**src/rtl/display_pkg.sv**
```systemverilog
// Shared constants, segment patterns and the double-dabble step for the
// result display path.
package display_pkg;

  localparam int unsigned BIN_W        = 16;
  localparam int unsigned DABBLE_STEPS = 16;
  localparam int unsigned MAX_DISPLAY  = 9999;

  // Segment patterns are active-low {g,f,e,d,c,b,a}
  localparam logic [6:0] SEG_BLANK = 7'h7F;
  localparam logic [6:0] SEG_DASH  = 7'b0111111;
  localparam logic [6:0] SEG_DIGIT [0:9] = '{
    7'h40, 7'h79, 7'h24, 7'h30, 7'h19,
    7'h12, 7'h02, 7'h78, 7'h00, 7'h10
  };

  typedef enum logic [1:0] {
    IDLE,
    SHIFT,
    COMMIT
  } conv_state_t;

  // One iteration: add 3 to every BCD nibble >= 5, then shift {bcd,bin} left
  function automatic logic [31:0] dabble_step(input logic [31:0] s);
    logic [31:0] t;
    t = s;
    for (int k = 0; k < 4; k++) begin
      if (t[16+4*k +: 4] >= 4'd5) t[16+4*k +: 4] = t[16+4*k +: 4] + 4'd3;
    end
    return {t[30:0], 1'b0};
  endfunction

  function automatic logic [6:0] digit_seg(input logic [3:0] d);
    logic [6:0] r;
    r = SEG_BLANK;
    for (int i = 0; i < 10; i++) begin
      if (d == 4'(i)) r = SEG_DIGIT[i];
    end
    return r;
  endfunction

endpackage

```
**src/rtl/bin2bcd_seq.sv**
```systemverilog
// Sequential 16-bit binary to 4-digit BCD converter (double dabble);
// result, overflow and a one-cycle done are presented in the COMMIT cycle.
module bin2bcd_seq
  import display_pkg::*;
(
  input  logic             clk,
  input  logic             rst,
  input  logic             start,
  input  logic [BIN_W-1:0] bin,
  output logic [BIN_W-1:0] bcd,
  output logic             overflow,
  output logic             done
);

  localparam int unsigned ITER_W = 4;

  conv_state_t       state, state_nxt;
  logic [31:0]       work_q, work_d;
  logic [ITER_W-1:0] iter_q, iter_d;
  logic              ovf_q, ovf_d;
  logic              done_d;

  always_ff @(posedge clk or negedge rst) begin
    if (!rst) state <= IDLE;
    else      state <= state_nxt;
  end

  always_comb begin
    state_nxt = state;
    case (state)
      IDLE:    if (start) state_nxt = SHIFT;
      SHIFT:   if (iter_q == ITER_W'(DABBLE_STEPS - 1)) state_nxt = COMMIT;
      COMMIT:  state_nxt = start ? SHIFT : IDLE;
      default: state_nxt = IDLE;
    endcase
  end

  // Datapath next values; a start is honoured in IDLE and in COMMIT
  always_comb begin
    work_d = work_q;
    iter_d = iter_q;
    ovf_d  = ovf_q;
    done_d = (state_nxt == COMMIT);
    if (state == SHIFT) begin
      work_d = dabble_step(work_q);
      iter_d = iter_q + 1'b1;
    end else if (start) begin
      work_d = {16'h0000, bin};
      iter_d = '0;
      ovf_d  = (bin > BIN_W'(MAX_DISPLAY));
    end
  end

  always_ff @(posedge clk or negedge rst) begin
    if (!rst) begin
      work_q <= '0;
      iter_q <= '0;
      ovf_q  <= 1'b0;
      done   <= 1'b0;
    end else begin
      work_q <= work_d;
      iter_q <= iter_d;
      ovf_q  <= ovf_d;
      done   <= done_d;
    end
  end

  assign bcd      = work_q[31:16];
  assign overflow = ovf_q;

endmodule

```
**src/rtl/result_display_scanner.sv**
```systemverilog
// Converts the calculator result to BCD and scans it onto a 4-digit
// common-anode 7-segment display with leading-zero blanking and overflow dashes.
module result_display_scanner
  import display_pkg::*;
#(
  parameter int unsigned REFRESH_DIV = 100000
) (
  input  logic             clk,
  input  logic             rst,
  input  logic [BIN_W-1:0] value,
  input  logic             load,
  input  logic             blank_lz,
  output logic [6:0]       seg,
  output logic [3:0]       an,
  output logic             busy
);

  localparam int unsigned CNT_W = $clog2(REFRESH_DIV);

  logic [BIN_W-1:0] conv_bcd;
  logic             conv_ovf;
  logic             conv_done;
  logic             start_c;
  logic [BIN_W-1:0] src_c;

  logic             pend_q;
  logic [BIN_W-1:0] pend_val_q;
  logic [BIN_W-1:0] disp_q;
  logic             ovf_q;
  logic             busy_q;

  logic [CNT_W-1:0] cnt_q;
  logic [1:0]       idx_q;
  logic             tick_c;
  logic [6:0]       seg_q, seg_c;
  logic [3:0]       an_q;
  logic [3:0]       nib_c;
  logic             lead_zero_c;

  // Converter is free when idle or in its COMMIT cycle; pending takes priority
  assign start_c = (load | pend_q) & (~busy_q | conv_done);
  assign src_c   = pend_q ? pend_val_q : value;

  bin2bcd_seq u_conv (
    .clk      (clk),
    .rst      (rst),
    .start    (start_c),
    .bin      (src_c),
    .bcd      (conv_bcd),
    .overflow (conv_ovf),
    .done     (conv_done)
  );

  // One-deep pending slot, last load wins
  always_ff @(posedge clk or negedge rst) begin
    if (!rst) begin
      pend_q     <= 1'b0;
      pend_val_q <= '0;
    end else if (load && !(start_c && !pend_q)) begin
      pend_q     <= 1'b1;
      pend_val_q <= value;
    end else if (start_c) begin
      pend_q     <= 1'b0;
    end
  end

  always_ff @(posedge clk or negedge rst) begin
    if (!rst) begin
      disp_q <= '0;
      ovf_q  <= 1'b0;
      busy_q <= 1'b0;
    end else begin
      if (conv_done) begin
        if (conv_ovf) begin
          ovf_q <= 1'b1;
        end else begin
          ovf_q  <= 1'b0;
          disp_q <= conv_bcd;
        end
      end
      busy_q <= start_c | (busy_q & ~conv_done);
    end
  end

  assign tick_c = (cnt_q == CNT_W'(REFRESH_DIV - 1));

  // A digit is a leading zero when it and every digit above it are zero
  always_comb begin
    nib_c       = disp_q[{idx_q, 2'b00} +: 4];
    lead_zero_c = blank_lz && (idx_q != 2'd0) && ((disp_q >> {idx_q, 2'b00}) == '0);
    if (ovf_q)            seg_c = SEG_DASH;
    else if (lead_zero_c) seg_c = SEG_BLANK;
    else                  seg_c = digit_seg(nib_c);
  end

  always_ff @(posedge clk or negedge rst) begin
    if (!rst) begin
      cnt_q <= '0;
      idx_q <= 2'd0;
      seg_q <= SEG_BLANK;
      an_q  <= 4'hF;
    end else begin
      cnt_q <= tick_c ? '0 : cnt_q + 1'b1;
      if (tick_c) begin
        idx_q <= idx_q + 1'b1;
        seg_q <= seg_c;
        an_q  <= ~(4'b0001 << idx_q);
      end
    end
  end

  assign seg  = seg_q;
  assign an   = an_q;
  assign busy = busy_q;

endmodule

```
**config.mk**
```make
export PLATFORM = sky130hd
export DESIGN_NAME = result_display_scanner
export DESIGN_NICKNAME = d
export VERILOG_FILES = /design/src/rtl/display_pkg.sv /design/src/rtl/bin2bcd_seq.sv /design/src/rtl/result_display_scanner.sv
export SDC_FILE = /design/constraint.sdc
export NUM_CORES = 1
export LEC_CHECK = 0
export CAP_MARGIN = 10
export CORE_MARGIN = 4
export CORE_UTILIZATION = 51
export DETAILED_ROUTE_END_ITERATION = 8
export GPL_ROUTABILITY_DRIVEN = 0
export GPL_TIMING_DRIVEN = 0
export PLACE_DENSITY = 0.7
export SLEW_MARGIN = 20
export SYNTH_ARGS = -nofsm -noshare
export SYNTH_HDL_FRONTEND = slang
export SYNTH_SLANG_ARGS = --single-unit
```
**constraint.sdc**
```tcl
create_clock -name clk -period 2.29 [get_ports clk]
set_input_delay 0.229 -clock clk [delete_from_list [all_inputs] [get_ports clk]]
set_output_delay 0.229 -clock clk [all_outputs]
set_load 0.03 [all_outputs]
```
==> metrics, run 1 <==
Worst Setup Start Kind flip-flop; power density over the cells 930 nW/µm²; RSZ-0062 raised after global routing false; Pleak roughly 2.5 nW; register area share after synthesis a little over half; Netlist cell types between 40 and 50; period utilization between 90% and 100%; status finished clean; Required @ worst endpoint 2.55 ns; placed cell count approximately 650; Pre-antenna DRT Iters 4; worst path arrival time approximately 2.4 ns; net switching power about 1.8 mW; Syn Nets between 500 and 600; DR top layer met4; vias per cell roughly 5.5; number of routed nets with antenna violations 0; GR Overflow Total 0; met2 wire length approximately 5 mm; area growth from synthesis to layout 15.4%; average cell area after synthesis 10.4 µm²; footprint of the multi-input gates between 2000 and 2500 µm²; Hold Crit Class in -> async; total number of vias ~3700; Total GRT Usage between 10% and 20%; final instance area 5840 µm²; Skew-Pair Late Insertion Delay around 0.37 ns; final number of setup-violating endpoints 0; # port buffers 31; htree depth 3; Root Driver clkbuf_8; synth warn 0; share of cells above drive strength 1 a little under an eighth; Setup Buffers After CTS 0; fin cells approximately 670; # DRC 0; Worst-Margin Slew 0.670 ns; Rows 36; Clock Tree Buf Depth 2; CP Max Fanout 10; DIE WIDTH roughly 110 µm; Ant. Diodes 0; minimum clock period about 2.1 ns; nets@finish approximately 570; Initial Util between 50 and 60%; first-pass GRT wire length 17.7 mm; placed inst area between 5000 and 6000 µm²; met3 WL post-DR about 290 µm; Worst Skew between 0.01 and 0.015 ns; Die Area ~12000 µm²; Fill cells approximately 850; max cap viols 0; fin. max-slew vios 0; Core ar. between 9000 and 10000 µm²; crit end category flip-flop; number of I/O pins 32; Async SR Flop Fraction 100%; clock tree sinks about 110; post_cts resized 0; 1st-iter DRT viols ~220; Peak Freq approximately 470 MHz; M1 WL about 4.5 mm; Finished Core Util around three fifths; TritonCTS clock tree done; initial antenna violation count 0; #FFs+latches synth approximately 110; relative slew slack a little under three fifths; Total Wirelength around 10 mm; Post-Syn Instances just under 500; largest net degree at the start of global routing 57; sequential cell area 2640 µm²; Die H between 100 and 150 µm; combinational share of power ~28%; internal power 3.68 mW; peak supply drop a little under 0.6 mV; TritonCTS buffer count 9; vias in the first global route about 3800; post-DP HPWL 7.25 mm; clock share of power a little over a quarter; critical path class reg -> reg; CTS Hold Bufs 1; WL per Instance between 10 and 15 µm; Syn Std Cell Area between 5000 and 6000 µm²; ys flop type dfrtp_1; sequential power share roughly 45%; final hold violation count 0; sw frac about a third; clock transition at the registers of the reported paths roughly 0.10 ns; count of flip-flops with a built-in enable after synthesis 0
-- flip-flops by register name, indices dropped and copies added, names as in the netlist --
name / count
an: 4
busy: 1
cnt_q: 17
disp_q: 16
idx_q: 2
ovf_q: 1
pend_q: 1
pend_val_q: 16
seg: 7
u_conv.done: 1
u_conv.iter_q: 4
u_conv.overflow: 1
u_conv.state: 2
u_conv.work_q: 32
-- layer usage --
layer  up-vias  track usage (%)
met4         0             4.60
met3        15             5.16
met1      1819             24.2
met5         -                0
li1       1806                -
met2        53             32.3
-- path summary, 6_finish.rpt --
| path | start | end | slack (ns) | cells past startpoint |
|---|---|---|---|---|
| setup / recovery | pend_q | pend_val_q[11] | 0.15 | 4 |
| hold / removal | rst | disp_q[12] | 0.38 | 2 |
| setup reg to reg | pend_q | pend_val_q[11] | 0.15 | 4 |
| hold reg to reg | an[2] | an[2] | 0.47 | 2 |
| max in group asynchronous | rst | seg[5] | 1.25 | 3 |
| min in group clk | an[2] | an[2] | 0.47 | 2 |
-- kinds of logic (layout without fill, tap and decap cells) --
logic type / count (synthesis) / count (layout) / share of synthesized area (%)
compound gates: 110 / 110 / 12.7
flops: 105 / 105 / 52.2
buf+inv: 37 / 85 / 3.07
simple gates: 152 / 152 / 13.9
xor+xnor: 22 / 22 / 3.81
fa+ha+maj: 15 / 15 / 3.66
mux: 46 / 46 / 10.7
-- cell usage after synthesis (2+ instances only) --
cell,instances,area share [%]
a21oi_1,19,1.9
a31oi_1,7,0.87
a32o_1,4,0.79
and2_1,4,0.49
and3_1,6,0.74
buf_6,2,0.44
clkbuf_1,22,1.6
dfrtp_1,94,46
dfstp_2,11,5.7
ha_1,14,3.5
inv_1,11,0.82
mux2_2,25,5.6
mux2i_1,17,3.4
mux4_2,4,1.8
nand2_1,64,4.7
nand2b_1,7,0.87
nand3_1,7,0.69
nand3b_1,2,0.30
nand4_1,7,0.87
nor2_1,34,2.5
nor2b_1,3,0.37
nor3_1,5,0.49
nor4_1,6,0.74
o21ai_0,42,4.2
o21ai_1,14,1.4
o22ai_1,9,1.1
o31ai_1,6,0.89
o32ai_1,4,0.69
or3_1,2,0.25
xnor2_1,13,2.2
xor2_1,9,1.6
-- cells in the final DEF, fill, tap and decap left out, drive strengths merged, types with 3 or more instances in the layout --
cell type and count:
o21ai 56, nand3 7, o32ai 4, nand2b 7, nor2b 3, xnor2 13
clkdlybuf4s50 30, xor2 9, and2 5, nor2 34, clkbuf 32, o22ai 9
ha 14, mux2i 17, inv 11, nand4 7, nor4 6, mux2 25
and3 6, dfstp 11, a32o 4, dfrtp 94, a21oi 19, buf 6
o31ai 6, nand2 64, nor3 5, mux4 4, bufinv 4, a31oi 7
-- power by group through the flow --
stage,Clock [mW],Combinational [mW],Sequential [mW]
6_report,1.47,1.50,2.46
5_1_grt,1.58,1.73,2.52
4_1_cts,1.51,1.51,2.46
3_5_place_dp,0,1.50,2.50
3_3_place_gp,0,1.42,2.47
2_1_floorplan,0,1.14,2.41
-- final cells by class --
type	instances	share of cell area, %
clock inverters	5	2.18
multi-input cells	345	38.8
repair buffers	33	5.98
well taps	133	2.85
flip-flops and latches	105	45.2
plain buffers	26	1.95
clock buffers	10	2.36
inverters	11	0.707
-- per-stage QoR --
stage	setup WS [ns]	TNS, ns	hold WS (ns)	total power, mW
6_report	0.150	0	0.382	5.44
5_1_grt	0.00154	0	0.406	5.83
4_1_cts	0.148	0	0.377	5.48
3_5_place_dp	0.128	0	0.205	3.99
3_3_place_gp	-2.87	-287.14	0.452	3.90
2_1_floorplan	0.371	0	-0.0666	3.54
-- worst max-delay path: stages, from the launching register on --
cell and delay, ns:
dfrtp_1 0.38, clkbuf_1 0.19, o21ai_1 0.57, clkbuf_1 0.49, mux2_2 0.40
No activity file was read; power rests on OpenSTA's default activity.
==> run 2, diff against run 1 <==
ABC_CLOCK_PERIOD_IN_PS = 2290   (was not set)
==> results of run 2 <==
No change in the layout: final DEF, timing and power equal those of run 1.
==> run 3, diff against run 2 <==
REMOVE_ABC_BUFFERS = 1   (was not set)
==> metrics, run 3 (synthesis results as in run 1) <==
DIE WIDTH 108 µm (unchanged); TritonCTS clock tree done; total number of vias 3539 (-4.2%); fin. max-slew vios 0 (unchanged); reg-to-reg endpoint seg[6]; nets@finish 541 (-4.2%); number of I/O pins 32 (unchanged); Setup Buffers After CTS 0 (unchanged); vias in the first global route 3532 (-7.2%); 1st-iter DRT viols 151 (-32%); Total GRT Usage 17.2% (-1.8 points); TritonCTS buffer count 9 (unchanged); Worst Reg2Reg Path Length in Cells 5 (+1); setup slack after layout 0.144 ns (-0.00622 ns); Required @ worst endpoint 2.57 ns (+0.02 ns); peak supply drop 0.432 mV (-26%); crit end category flip-flop; Worst Skew 0.00948 ns (-0.000897 ns); reg2reg start idx_q[0]; RSZ-0062 raised after global routing false; critical path class reg -> reg; share of cells above drive strength 1 13.1% (+1.1 points); Reg with most FFs u_conv.work_q; relative slew slack 38.9% (-16 points); Die Area 11600 µm² (unchanged); power density over the cells 903 nW/µm² (-2.9%); clock transition at the registers of the reported paths 0.09 ns (about the same); largest net degree at the start of global routing 74 (+30%); final number of setup-violating endpoints 0 (unchanged); worst path arrival time 2.43 ns (+0.03 ns); CP Max Fanout 10 (unchanged); initial antenna violation count 0 (unchanged); vias per cell 5.50 (-0.60%); Initial Util 52.0% (unchanged); period utilization 93.7% (+0.27 points); worst reg-to-reg setup slack 0.14 ns (about the same); max cap viols 0 (unchanged); number of routed nets with antenna violations 0 (unchanged); max FFs per register 32 (unchanged); Pre-antenna DRT Iters 4 (unchanged); commonest cells after routing, fill and taps aside 93 x dfrtp_1, 64 x nand2_1, 42 x o21ai_0; WL per Instance 13.9 µm (-7.4%); minimum clock period 2.15 ns (+0.00622 ns); fin cells 644 (-3.6%); Pleak 2.47 nW (-0.90%); first-pass GRT wire length 16.2 mm (-8.7%); biggest regs u_conv.work_q: 32 flops, cnt_q: 17 flops; post-DP HPWL 6.25 mm (-14%); Root Driver clkbuf_8; placed cell count 628 (-3.7%); Rows 36 (unchanged); Skew-Pair Late Insertion Delay 0.36 ns (about the same); Hold WS 0.318 ns (-0.0644 ns); Total Wirelength 8.94 mm (-11%); Setup Total Neg Slack 0 ns (unchanged); pre-CTS WS -0.113 ns (-0.241 ns); htree depth 3 (unchanged); GR Overflow Total 0 (unchanged); # port buffers 31 (unchanged); final hold violation count 0 (unchanged); Clock Tree Buf Depth 2 (unchanged); Worst Setup Start Kind flip-flop; clock tree sinks 105 (unchanged); area growth from synthesis to layout 14.0%; Worst-Margin Slew 0.917 ns (+0.247 ns); status finished clean; commonest non-fill, non-tap cell in the layout dfrtp_1; Peak Freq 466 MHz (-0.29%); Hold Crit Class in -> async; Ant. Diodes 0 (unchanged); # DRC 0 (unchanged); Die H 108 µm (unchanged); Core ar. 9730 µm² (unchanged)
-- run 3: through the flow --
stage          util, %  instance area, µm²  power [mW]
6_report          59.3                5770        5.21
5_1_grt           59.3                5770        5.61
4_1_cts           59.3                5770        5.28
3_5_place_dp      56.8                5530        3.97
3_3_place_gp      55.7                5420        3.81
2_1_floorplan        -                4950        3.49
-- run 3: layer usage --
metal	GRT usage [%]	wire (µm)	share of wire, %
met5	0	0	0
met4	3.70	75	0.84
met3	4.74	359	4.0
met2	29.0	4390	49
met1	22.3	4120	46
-- run 3: where the power goes --
| group | switching [mW] | internal (mW) | total (mW) |
|---|---|---|---|
| clock | 0.580 | 0.701 | 1.28 |
| combinational | 0.809 | 0.654 | 1.46 |
| sequential | 0.285 | 2.18 | 2.47 |
-- run 3: final cells by class --
class / instances / area, µm²
clock inverters: 2 / 60.1
repair buffers: 35 / 404
inverters: 11 / 41.3
clock buffers: 13 / 169
well taps: 133 / 166
fillers: 843 / 3960
multi-input cells: 345 / 2290
flip-flops and latches: 105 / 2640
-- run 3: worst max path at each step --
| stage | startpoint | to | slack (ns) | cells past startpoint |
|---|---|---|---|---|
| global route | cnt_q[0] | seg[4] | 0.01 | 6 |
| detailed placement | pend_q | u_conv.work_q[19] | -0.11 | 5 |
| global placement | rst | pend_val_q[3] | -2.92 | 1 |
| finish | idx_q[0] | seg[6] | 0.14 | 5 |
| CTS | u_conv.state[1] | u_conv.work_q[19] | 0.11 | 4 |
| floorplan | pend_q | u_conv.iter_q[2] | -0.58 | 5 |
-- run 3: what timing repair did --
item	4_1_cts	5_1_grt
hold endpoints to repair	23	0
hold buffers	1	0
resized for setup	1	0
setup endpoints to repair	9	0
-- run 3: critical path, stage by stage (launching register included) --
cell and delay (ns):
dfrtp_1 0.59, mux4_2 0.68, or2_4 0.30, and2_4 0.16, a211oi_2 0.24, o31ai_1 0.10
